$ cat src/rtl/or1200_sstk_ctrl_pkg.sv
// Shared constants for the OR1200 return-address shadow stack.
// FSM codes are kept as plain 2-bit constants so existing decode logic can compare against them.
package or1200_sstk_ctrl_pkg;

  localparam logic [1:0] OR1200_SSTK_IDLE  = 2'd0;
  localparam logic [1:0] OR1200_SSTK_SPILL = 2'd1;
  localparam logic [1:0] OR1200_SSTK_FILL  = 2'd2;

  localparam int unsigned OR1200_SSTK_AW  = 3;
  localparam int unsigned OR1200_SSTK_MCW = 16;

  // Byte address of spill slot idx: base + idx*4, wrapping at 32 bits.
  function automatic logic [31:0] sstk_slot_addr(input logic [31:0] base, input logic [31:0] idx);
    return base + (idx << 2);
  endfunction

endpackage

$ cat src/rtl/or1200_sstk_buf.sv
// On-chip return-address buffer: DEPTH x 32 flops, one write port,
// two asynchronous read ports (top-of-stack and oldest entry).
module or1200_sstk_buf
  import or1200_sstk_ctrl_pkg::*;
#(
  parameter int unsigned AW = OR1200_SSTK_AW
) (
  input  logic          clk,
  input  logic          rst,
  input  logic          we_i,
  input  logic [AW-1:0] waddr_i,
  input  logic [31:0]   wdata_i,
  input  logic [AW-1:0] top_addr_i,
  output logic [31:0]   top_data_o,
  input  logic [AW-1:0] tail_addr_i,
  output logic [31:0]   tail_data_o
);

  localparam int unsigned DEPTH = 2 ** AW;

  logic [31:0] mem_q [DEPTH];

  always_ff @(posedge clk or posedge rst) begin
    if (rst) begin
      for (int unsigned i = 0; i < DEPTH; i++) mem_q[i] <= '0;
    end else if (we_i) begin
      mem_q[waddr_i] <= wdata_i;
    end
  end

  assign top_data_o  = mem_q[top_addr_i];
  assign tail_data_o = mem_q[tail_addr_i];

endmodule

$ cat src/rtl/or1200_sstk_ctrl.sv
// Shadow-stack controller: circular buffer of return addresses, spilling the
// oldest entry to memory when full and refilling from memory when empty.
module or1200_sstk_ctrl
  import or1200_sstk_ctrl_pkg::*;
#(
  parameter int unsigned AW  = OR1200_SSTK_AW,
  parameter int unsigned MCW = OR1200_SSTK_MCW
) (
  input  logic           clk,
  input  logic           rst,
  input  logic           enable,
  input  logic [31:0]    spill_base,
  input  logic           ex_freeze,
  input  logic           call_valid,
  input  logic [31:0]    call_ra,
  input  logic           ret_valid,
  input  logic [31:0]    ret_target,
  output logic           stall_req,
  output logic           mismatch,
  output logic [31:0]    mis_exp,
  output logic [31:0]    mis_act,
  output logic           overflow,
  output logic           underflow,
  output logic           proto_err,
  output logic           mem_req,
  output logic           mem_we,
  output logic [31:0]    mem_addr,
  output logic [31:0]    mem_wdata,
  input  logic [31:0]    mem_rdata,
  input  logic           mem_ack,
  output logic [AW:0]    count,
  output logic [MCW-1:0] mem_cnt
);

  localparam logic [AW:0]    FULL_CNT = {1'b1, {AW{1'b0}}};
  localparam logic [AW:0]    CNT_ONE  = 1;
  localparam logic [AW-1:0]  PTR_ONE  = 1;
  localparam logic [MCW-1:0] MCNT_ONE = 1;

  logic [1:0]     state_q, state_d;
  logic [AW-1:0]  head_q, head_d, tail_q, tail_d;
  logic [AW:0]    count_q, count_d;
  logic [MCW-1:0] mem_cnt_q, mem_cnt_d;
  logic           mismatch_q, mismatch_d, overflow_q, overflow_d;
  logic           underflow_q, underflow_d, proto_err_q, proto_err_d;
  logic [31:0]    mis_exp_q, mis_exp_d, mis_act_q, mis_act_d;

  logic           buf_we;
  logic [AW-1:0]  buf_waddr;
  logic [31:0]    buf_wdata, top_rdata, tail_rdata;
  logic [MCW-1:0] slot_idx;

  logic full, empty, mem_full, mem_empty, busy, need_spill, need_fill, accept_ok;

  or1200_sstk_buf #(.AW(AW)) u_buf (
    .clk         (clk),
    .rst         (rst),
    .we_i        (buf_we),
    .waddr_i     (buf_waddr),
    .wdata_i     (buf_wdata),
    .top_addr_i  (head_q - PTR_ONE),
    .top_data_o  (top_rdata),
    .tail_addr_i (tail_q),
    .tail_data_o (tail_rdata)
  );

  assign full       = (count_q == FULL_CNT);
  assign empty      = (count_q == '0);
  assign mem_full   = (mem_cnt_q == '1);
  assign mem_empty  = (mem_cnt_q == '0);
  assign busy       = (state_q != OR1200_SSTK_IDLE);
  assign need_spill = call_valid && !ret_valid && full && !mem_full;
  assign need_fill  = ret_valid && !call_valid && empty && !mem_empty;
  // Stall is raised as soon as a blocked event is presented, regardless of ex_freeze.
  assign stall_req  = enable && (busy || need_spill || need_fill);
  assign accept_ok  = enable && !ex_freeze && !stall_req;

  always_comb begin
    state_d     = state_q;
    head_d      = head_q;
    tail_d      = tail_q;
    count_d     = count_q;
    mem_cnt_d   = mem_cnt_q;
    mismatch_d  = 1'b0;
    overflow_d  = 1'b0;
    underflow_d = 1'b0;
    proto_err_d = 1'b0;
    mis_exp_d   = mis_exp_q;
    mis_act_d   = mis_act_q;
    buf_we      = 1'b0;
    buf_waddr   = head_q;
    buf_wdata   = call_ra;
    case (state_q)
      OR1200_SSTK_IDLE: begin
        if (accept_ok) begin
          if (call_valid && ret_valid) begin
            proto_err_d = 1'b1;
          end else if (call_valid) begin
            if (!full) begin
              buf_we  = 1'b1;
              head_d  = head_q + PTR_ONE;
              count_d = count_q + CNT_ONE;
            end else begin
              overflow_d = 1'b1;
            end
          end else if (ret_valid) begin
            if (!empty) begin
              head_d  = head_q - PTR_ONE;
              count_d = count_q - CNT_ONE;
              if (top_rdata != ret_target) begin
                mismatch_d = 1'b1;
                mis_exp_d  = top_rdata;
                mis_act_d  = ret_target;
              end
            end else begin
              underflow_d = 1'b1;
            end
          end
        end else if (stall_req) begin
          state_d = need_spill ? OR1200_SSTK_SPILL : OR1200_SSTK_FILL;
        end
      end
      OR1200_SSTK_SPILL: begin
        if (mem_ack) begin
          tail_d    = tail_q + PTR_ONE;
          count_d   = count_q - CNT_ONE;
          mem_cnt_d = mem_cnt_q + MCNT_ONE;
          state_d   = OR1200_SSTK_IDLE;
        end
      end
      OR1200_SSTK_FILL: begin
        if (mem_ack) begin
          buf_we    = 1'b1;
          buf_waddr = tail_q - PTR_ONE;
          buf_wdata = mem_rdata;
          tail_d    = tail_q - PTR_ONE;
          count_d   = count_q + CNT_ONE;
          mem_cnt_d = mem_cnt_q - MCNT_ONE;
          state_d   = OR1200_SSTK_IDLE;
        end
      end
      default: state_d = OR1200_SSTK_IDLE;
    endcase
  end

  always_ff @(posedge clk or posedge rst) begin
    if (rst) begin
      state_q     <= OR1200_SSTK_IDLE;
      head_q      <= '0;
      tail_q      <= '0;
      count_q     <= '0;
      mem_cnt_q   <= '0;
      mismatch_q  <= 1'b0;
      overflow_q  <= 1'b0;
      underflow_q <= 1'b0;
      proto_err_q <= 1'b0;
      mis_exp_q   <= '0;
      mis_act_q   <= '0;
    end else begin
      state_q     <= state_d;
      head_q      <= head_d;
      tail_q      <= tail_d;
      count_q     <= count_d;
      mem_cnt_q   <= mem_cnt_d;
      mismatch_q  <= mismatch_d;
      overflow_q  <= overflow_d;
      underflow_q <= underflow_d;
      proto_err_q <= proto_err_d;
      mis_exp_q   <= mis_exp_d;
      mis_act_q   <= mis_act_d;
    end
  end

  // Fill reads the most recently spilled slot, spill writes the next free one.
  assign slot_idx  = (state_q == OR1200_SSTK_FILL) ? (mem_cnt_q - MCNT_ONE) : mem_cnt_q;
  assign mem_req   = busy;
  assign mem_we    = (state_q == OR1200_SSTK_SPILL);
  assign mem_addr  = busy ? sstk_slot_addr(spill_base, 32'(slot_idx)) : '0;
  assign mem_wdata = (state_q == OR1200_SSTK_SPILL) ? tail_rdata : '0;

  assign mismatch  = mismatch_q;
  assign mis_exp   = mis_exp_q;
  assign mis_act   = mis_act_q;
  assign overflow  = overflow_q;
  assign underflow = underflow_q;
  assign proto_err = proto_err_q;
  assign count     = count_q;
  assign mem_cnt   = mem_cnt_q;

endmodule

$ cat config.mk
export PLATFORM = sky130hd
export DESIGN_NAME = or1200_sstk_ctrl
export DESIGN_NICKNAME = d
export VERILOG_FILES = /design/src/rtl/or1200_sstk_ctrl_pkg.sv /design/src/rtl/or1200_sstk_buf.sv /design/src/rtl/or1200_sstk_ctrl.sv
export SDC_FILE = /design/constraint.sdc
export NUM_CORES = 1
export LEC_CHECK = 0
export CAP_MARGIN = 15
export CORE_UTILIZATION = 60
export DETAILED_ROUTE_END_ITERATION = 10
export HOLD_SLACK_MARGIN = 0.05
export PLACE_DENSITY = 0.85
export SLEW_MARGIN = 30
export SYNTH_ARGS = -nofsm -noshare
export SYNTH_HDL_FRONTEND = slang
export SYNTH_HIERARCHICAL = 1
export SYNTH_SLANG_ARGS = --single-unit
$ cat constraint.sdc
create_clock -name clk -period 16 [get_ports clk]
set_clock_uncertainty 0.05 [all_clocks]
set_input_delay 2.4 -clock clk [delete_from_list [all_inputs] [get_ports clk]]
set_output_delay 2.4 -clock clk [all_outputs]
set_load 0.03 [all_outputs]
==> results of run 1 <==
-- per-layer routing --
metal,part of all wire,vias up,GRT usage
met4,0.041,0,0.131
met1,0.40,7209,0.407
li1,-,6119,-
met2,0.49,635,0.513
met5,0,-,0
met3,0.075,154,0.0625
-- power by group through the flow --
stage / Sequential, W / Combinational, W / Clock, W
after floorplan: 0.00167 / 0.00198 / 0
after detailed placement: 0.00160 / 0.00294 / 0
final: 0.00160 / 0.00298 / 0.000890
after global routing: 0.00165 / 0.00313 / 0.000938
after CTS: 0.00159 / 0.00298 / 0.000899
after global placement: 0.00156 / 0.00287 / 0
-- Yosys cell counts, drive strengths merged, types with 3 or more instances --
library cell,n,share of area
xor2,33,0.014
nor2b,10,0.0030
nand3,15,0.0039
nor3,11,0.0027
xnor2,51,0.022
mux4,128,0.16
dfrtp,352,0.43
nor2,45,0.0083
or3,10,0.0030
buf,68,0.023
a31oi,6,0.0018
clkbuf,36,0.0067
mux2,420,0.23
o21a,3,0.0011
nor3b,4,0.0015
nand3b,3,0.0011
inv,24,0.0044
ha,32,0.019
nand4b,3,0.0013
a21oi,45,0.011
o31ai,4,0.0015
nand4,18,0.0055
and2,33,0.010
or4,6,0.0024
and3,4,0.0012
a21o,4,0.0015
o21ai,38,0.0092
nor4,6,0.0025
nand2,35,0.0064
nor4bb,3,0.0015
o21bai,4,0.0015
nand2b,5,0.0015
-- worst max-delay path, delay by kind of cell --
kind	cells	cell delay [ns]
adders and majority gates	2	0.55
buffers and inverters	3	1.22
and+or+nand+nor	3	0.98
AOI/OAI and AO/OA	3	0.76
-- state kept, by name, indices dropped and copies added, names as in the netlist --
| name | count |
|---|---|
| count | 4 |
| head_q | 3 |
| mem_cnt | 16 |
| mis_act | 32 |
| mis_exp | 32 |
| mismatch | 1 |
| overflow | 1 |
| proto_err | 1 |
| state_q | 2 |
| tail_q | 3 |
| u_buf/mem_q | 256 |
| underflow | 1 |
-- metrics by stage --
| step | cell area (sq um) | instances | hold slack (ns) |
|---|---|---|---|
| floorplan | 20600 | 1481 | 0.413 |
| global placement | 23700 | 2139 | 0.425 |
| detailed placement | 23800 | 2140 | 0.442 |
| CTS | 25000 | 2206 | 0.456 |
| global route | 25000 | 2206 | 0.463 |
| finish | 25000 | 2206 | 0.453 |
-- area by class of cell --
type	instances	area [sq um]	area share
Tap cell	448	561	0.0224
Clock buffer	50	1060	0.0422
Timing Repair Buffer	315	3100	0.124
Multi-Input combinational cell	1001	11200	0.447
Sequential cell	352	8810	0.352
Clock inverter	16	194	0.00775
Inverter	24	105	0.00420
-- cells by family (layout without fill, tap and decap cells) --
kind of cell / after synthesis / after routing / synth area share
DFF: 352 / 352 / 0.427
xor gates and xnor gates: 84 / 84 / 0.0357
AOI/OAI and AO/OA: 116 / 116 / 0.0330
muxes: 550 / 550 / 0.391
buffers and inverters: 128 / 405 / 0.0337
adders and majority gates: 33 / 33 / 0.0204
and+or+nand+nor: 218 / 218 / 0.0593
-- final timing paths --
| kind | end | from | slack (ns) |
|---|---|---|---|
| max | mem_addr[28] | spill_base[2] | 7.63 |
| min | mis_act[7]$_DFFE_PP0P_ | mis_act[7]$_DFFE_PP0P_ | 0.45 |
| max reg2reg | mis_act[3]$_DFFE_PP0P_ | head_q[0]$_DFFE_PP0P_ | 9.28 |
| min reg2reg | mis_act[7]$_DFFE_PP0P_ | mis_act[7]$_DFFE_PP0P_ | 0.45 |
| max in group asynchronous | u_buf/mem_q[222]$_DFFE_PP0P_ | rst | 12.08 |
| min in group asynchronous | mem_cnt[2]$_DFFE_PP0P_ | rst | 2.47 |
==> run_results.csv, run 1 <==
group,metric,value,unit
status,run_status,"finished, final reports clean",
floorplanning,die_y,187,um
drt,drc,0,
power,p_seq_frac,0.293,
drt,drt_pre_antenna_iters,5,
critical_path,rr_worst_depth,14,
drt,vias,14117,
drt,finalWirelength,54100,um
power,clockPowerShare,0.163,
critical_path,cp.arrival,5.92,ns
yosys,ys_warn_count,6,
drt,drt-initial-drc-count,1010,
layout,final_common_cell,"mux2_2",
layout,fill_cells,2101,
power,p_int,0.00329,W
floorplanning,start_util,0.612,
power,pwr-share-comb,0.545,
yosys,yosysSeqAreaShare,0.427,
critical_path,start_kind,"input port",
clock_network,cts_root_buffer,"clkbuf_16",
clock_network,clock_latency,0.53,ns
clock_network,cts_setup_buffers,0,
timing,fin_crit_sh,0.523,
power,p_sw,0.00218,W
layout,final_nets,1901,
clock_network,tritoncts,"built",
layout,final_cell_mix,"393 x mux2_2, 349 x dfrtp_1, 289 x clkdlybuf4s50_1, 94 x mux4_1, 51 x xnor2_1",
timing,tns,0,ns
clock_network,cts_resized,0,
grt,grt_pass1_vias,14869,
worst_hold_path,hold_depth,1,
drt,routed_via_density,6.40,
critical_path,required,13.55,ns
timing,fmax,0.119,GHz
power,power,0.00547,W
layout,diodes,0,
floorplanning,ios,290,
floorplanning,core,33700,sq um
timing,min_period,8.37,ns
clock_network,clk_pin_slew,0.06,ns
grt,antenna_found_initial,0,
layout,area_growth,21.4,%
power,switching_share,0.398,
place,dp_worst_setup_slack,7.67,ns
yosys,ys_ff_latch,352,
layout,fin_util,0.743,
layout,drive_gt1_frac,0.314,
floorplanning,num_rows,67,
power,leakage,11.3,nW
critical_path,cpPeakStageDelay,0.70,ns
drt,wire_per_inst,24.5,um
grt,track_usage,0.313,
grt,grt_max_degree,153,
yosys,synth_edf_count,0,
place,gp_congestion,0.904,
critical_path,crit_top_cell,"clkdlybuf4s50_1",
critical_path,crit_slowest_cell,"clkdlybuf4s50_1",
clock_network,cts_sinks,352,
critical_path,worstSetupPathType,"in2out",
grt,grt_pass1_wl,84900,um
clock_network,cts-buffers-inserted,39,
yosys,syn-cell-area,20600,sq um
drt,antenna_left,0,
timing,finalMaxSlewViolations,0,
power,p_per_area,219,nW/um^2
grt,overflow,0,
clock_network,h-tree-depth,2,
yosys,syn-instance-count,1481,
critical_path,critPathMaxFanout,13,
place,dp_hpwl,34400,um
critical_path,worstPathCellList,"clkdlybuf4s50_1, ha_1, inv_1, fa_1, nor2b_1, o2111ai_1, and4b_1, o31a_1, or4_1, a21oi_1, clkdlybuf4s50_1",
clock_network,cts_hold_buf,0,
timing,fin_ws,7.63,ns
yosys,yosysUniqueCellTypes,62,
timing,max_slew.worst_pin.slew,0.893,ns
yosys,ys.flop_type,"dfrtp_1",
timing,setup_violations,0,
run,cap_violations,0,
yosys,syn_avg_cell_area,13.9,sq um
floorplanning,die_x,187,um
timing,rsz0062_at_grt,"no",
timing,relSlewSlack,0.404,
yosys,async_flop_share,1.00,
yosys,syn-num-nets,1649,
clock_network,cts_buffer_depth,3,
floorplanning,dieArea,35100,sq um
critical_path,end_kind,"primary output",
worst_hold_path,hold_path.class,"reg2reg",
timing,finalHoldViolations,0,
power,ir_drop,0.127,mV
place,portBuffers,289,
Power figures use the tool's default switching activity.
==> run 2, diff against run 1 <==
--- a/config.mk
+++ b/config.mk
@@ -6,10 +6,10 @@
 export NUM_CORES = 1
 export LEC_CHECK = 0
 export CAP_MARGIN = 15
-export CORE_UTILIZATION = 60
+export CORE_UTILIZATION = 50
 export DETAILED_ROUTE_END_ITERATION = 10
 export HOLD_SLACK_MARGIN = 0.05
-export PLACE_DENSITY = 0.85
+export PLACE_DENSITY = 0.75
 export SLEW_MARGIN = 30
 export SYNTH_ARGS = -nofsm -noshare
 export SYNTH_HDL_FRONTEND = slang
==> constraint.sdc (replaced) <==
create_clock -name clk -period 7.6 [get_ports clk]
set_clock_uncertainty 0.05 [all_clocks]
set_input_delay 1.14 -clock clk [delete_from_list [all_inputs] [get_ports clk]]
set_output_delay 1.14 -clock clk [all_outputs]
set_load 0.03 [all_outputs]
==> run 2 against run 1 <==
Utilization down 12 points. Register-to-register slack worse by 7.3 ns. Clock power up 130%. Routed wire length up 3.9%. Largest cell class unchanged. Via count down 0.84%. Non-clock buffer count up 7. First-iteration DRC count down 12%. Global-route usage down 4.2 points. Final cell count up 4.3%.
==> run_results.csv, run 2 (synthesis results as in run 1) <==
group,metric,value,unit
place,gp_congestion,0.868,
drt,drc,0,
drt,finalWirelength,56300,um
layout,fin_util,0.623,
floorplanning,dieArea,42000,sq um
timing,min_period,6.65,ns
power,ir_drop,0.261,mV
critical_path,end_kind,"primary output",
grt,overflow,0,
layout,final_nets,1908,
timing,fin_crit_sh,0.876,
timing,tns,0,ns
layout,final_common_cell,"mux2_2",
clock_network,h-tree-depth,2,
floorplanning,ios,290,
clock_network,cts_sinks,352,
critical_path,worstSetupPathType,"reg2out",
timing,fmax,0.150,GHz
grt,grt_pass1_vias,14492,
clock_network,cts_resized,0,
layout,diodes,0,
clock_network,cts_buffer_depth,3,
grt,track_usage,0.271,
layout,regMostFlops,"u_buf/mem_q",
clock_network,cts_setup_buffers,0,
floorplanning,core,40700,sq um
floorplanning,start_util,0.506,
critical_path,cp.arrival,5.46,ns
clock_network,clk_pin_slew,0.06,ns
floorplanning,die_y,205,um
critical_path,start_kind,"flop",
drt,drt_pre_antenna_iters,5,
grt,grt_pass1_wl,86000,um
power,p_per_area,461,nW/um^2
drt,wire_per_inst,24.5,um
timing,relSlewSlack,0.301,
layout,largest_reg_flops,256,
drt,vias,13999,
run,cap_violations,0,
layout,stdcell_area,25400,sq um
clock_network,tritoncts,"built",
layout,area_growth,23.1,%
grt,antenna_found_initial,1,
place,portBuffers,289,
clock_network,cts-buffers-inserted,39,
layout,final_cell_mix,"393 x mux2_2, 349 x dfrtp_1, 289 x clkdlybuf4s50_1, 94 x mux4_1, 51 x xnor2_1",
timing,max_slew.worst_pin.slew,1.05,ns
timing,finalMaxSlewViolations,0,
floorplanning,num_rows,74,
critical_path,critPathMaxFanout,17,
status,run_status,"finished, final reports clean",
layout,drive_gt1_frac,0.320,
timing,setup_violations,0,
grt,grt_max_degree,170,
place,dp_hpwl,37500,um
clock_network,cts_root_buffer,"clkbuf_16",
drt,routed_via_density,6.09,
timing,finalHoldViolations,0,
drt,drt-initial-drc-count,891,
floorplanning,die_x,205,um
place,placed_area,23900,sq um
timing,rsz0062_at_grt,"no",
layout,fill_cells,3117,
clock_network,clock_latency,0.54,ns
clock_network,cts_hold_buf,0,
power,leakage,11.4,nW
drt,antenna_left,0,
critical_path,required,6.41,ns
worst_hold_path,hold_path.class,"reg2reg",
## run 2: cell count changes in the layout (fill, tap and decap cells not counted), sizes merged
cell,previous run,this run
buf,26,33
clkbuf,50,56
clkinvlp,4,2
inv,25,23
bufinv,4,5
## run 2: layer usage
metal / share of wire / vias up / global-route usage
met5: 0.00023 / - / 0
met1: 0.42 / 7255 / 0.361
li1: - / 6158 / -
met3: 0.069 / 94 / 0.0560
met2: 0.48 / 490 / 0.447
met4: 0.026 / 2 / 0.0770
## run 2: worst paths after layout
path / from / end / slack, ns / cells after the start
max in group asynchronous: rst / u_buf/mem_q[117]$_DFFE_PP0P_ / 5.26 / 4
worst min-delay path: mis_act[6]$_DFFE_PP0P_ / mis_act[6]$_DFFE_PP0P_ / 0.46 / 1
worst min register to register: mis_act[6]$_DFFE_PP0P_ / mis_act[6]$_DFFE_PP0P_ / 0.46 / 1
worst max register to register: head_q[0]$_DFFE_PP0P_ / mis_exp[18]$_DFFE_PP0P_ / 2.02 / 13
worst max-delay path: state_q[0]$_DFFE_PP0P_ / mem_addr[19] / 0.95 / 13
min in group asynchronous: rst / u_buf/mem_q[18]$_DFFE_PP0P_ / 0.99 / 2
## run 2: report_power, final
part,internal (W),switching (W),leakage [nW]
logic,0.00315,0.00316,6.11
clock network,0.00126,0.000768,0.692
registers,0.00267,0.000696,4.60
total,0.00708,0.00462,11.4
## run 2: area by class of cell
cell class | count | area [sq um] | share of cell area
Sequential cell | 352 | 8810 | 0.347
Timing Repair Buffer | 322 | 3210 | 0.126
Clock buffer | 56 | 1190 | 0.0469
Multi-Input combinational cell | 1001 | 11200 | 0.441
Clock inverter | 13 | 211 | 0.00833
Inverter | 24 | 96.3 | 0.00380
Tap cell | 532 | 666 | 0.0262
## run 2: worst max-delay path, stage by stage, from the launching register on
cell and delay, ns:
dfrtp_1 0.41, inv_1 0.09, ha_1 0.58, nand2_1 0.34, nor3_1 0.38, xor2_1 0.21, ha_1 0.34, a2111oi_0 0.45
o21ai_0 0.18, a22oi_1 0.45, o21a_1 0.42, nand2b_1 0.16, mux2_2 0.33, clkdlybuf4s50_1 0.59
## run 2: stage by stage
stage,setup WS [ns],hold slack (ns),std cells,power (W)
after CTS,1.03,0.456,2295,0.0117
after global placement,1.69,0.424,2225,0.00947
after global routing,0.718,0.473,2300,0.0123
after detailed placement,1.60,0.441,2226,0.00965
final,0.945,0.455,2300,0.0117
after floorplan,2.59,0.413,1481,0.00768
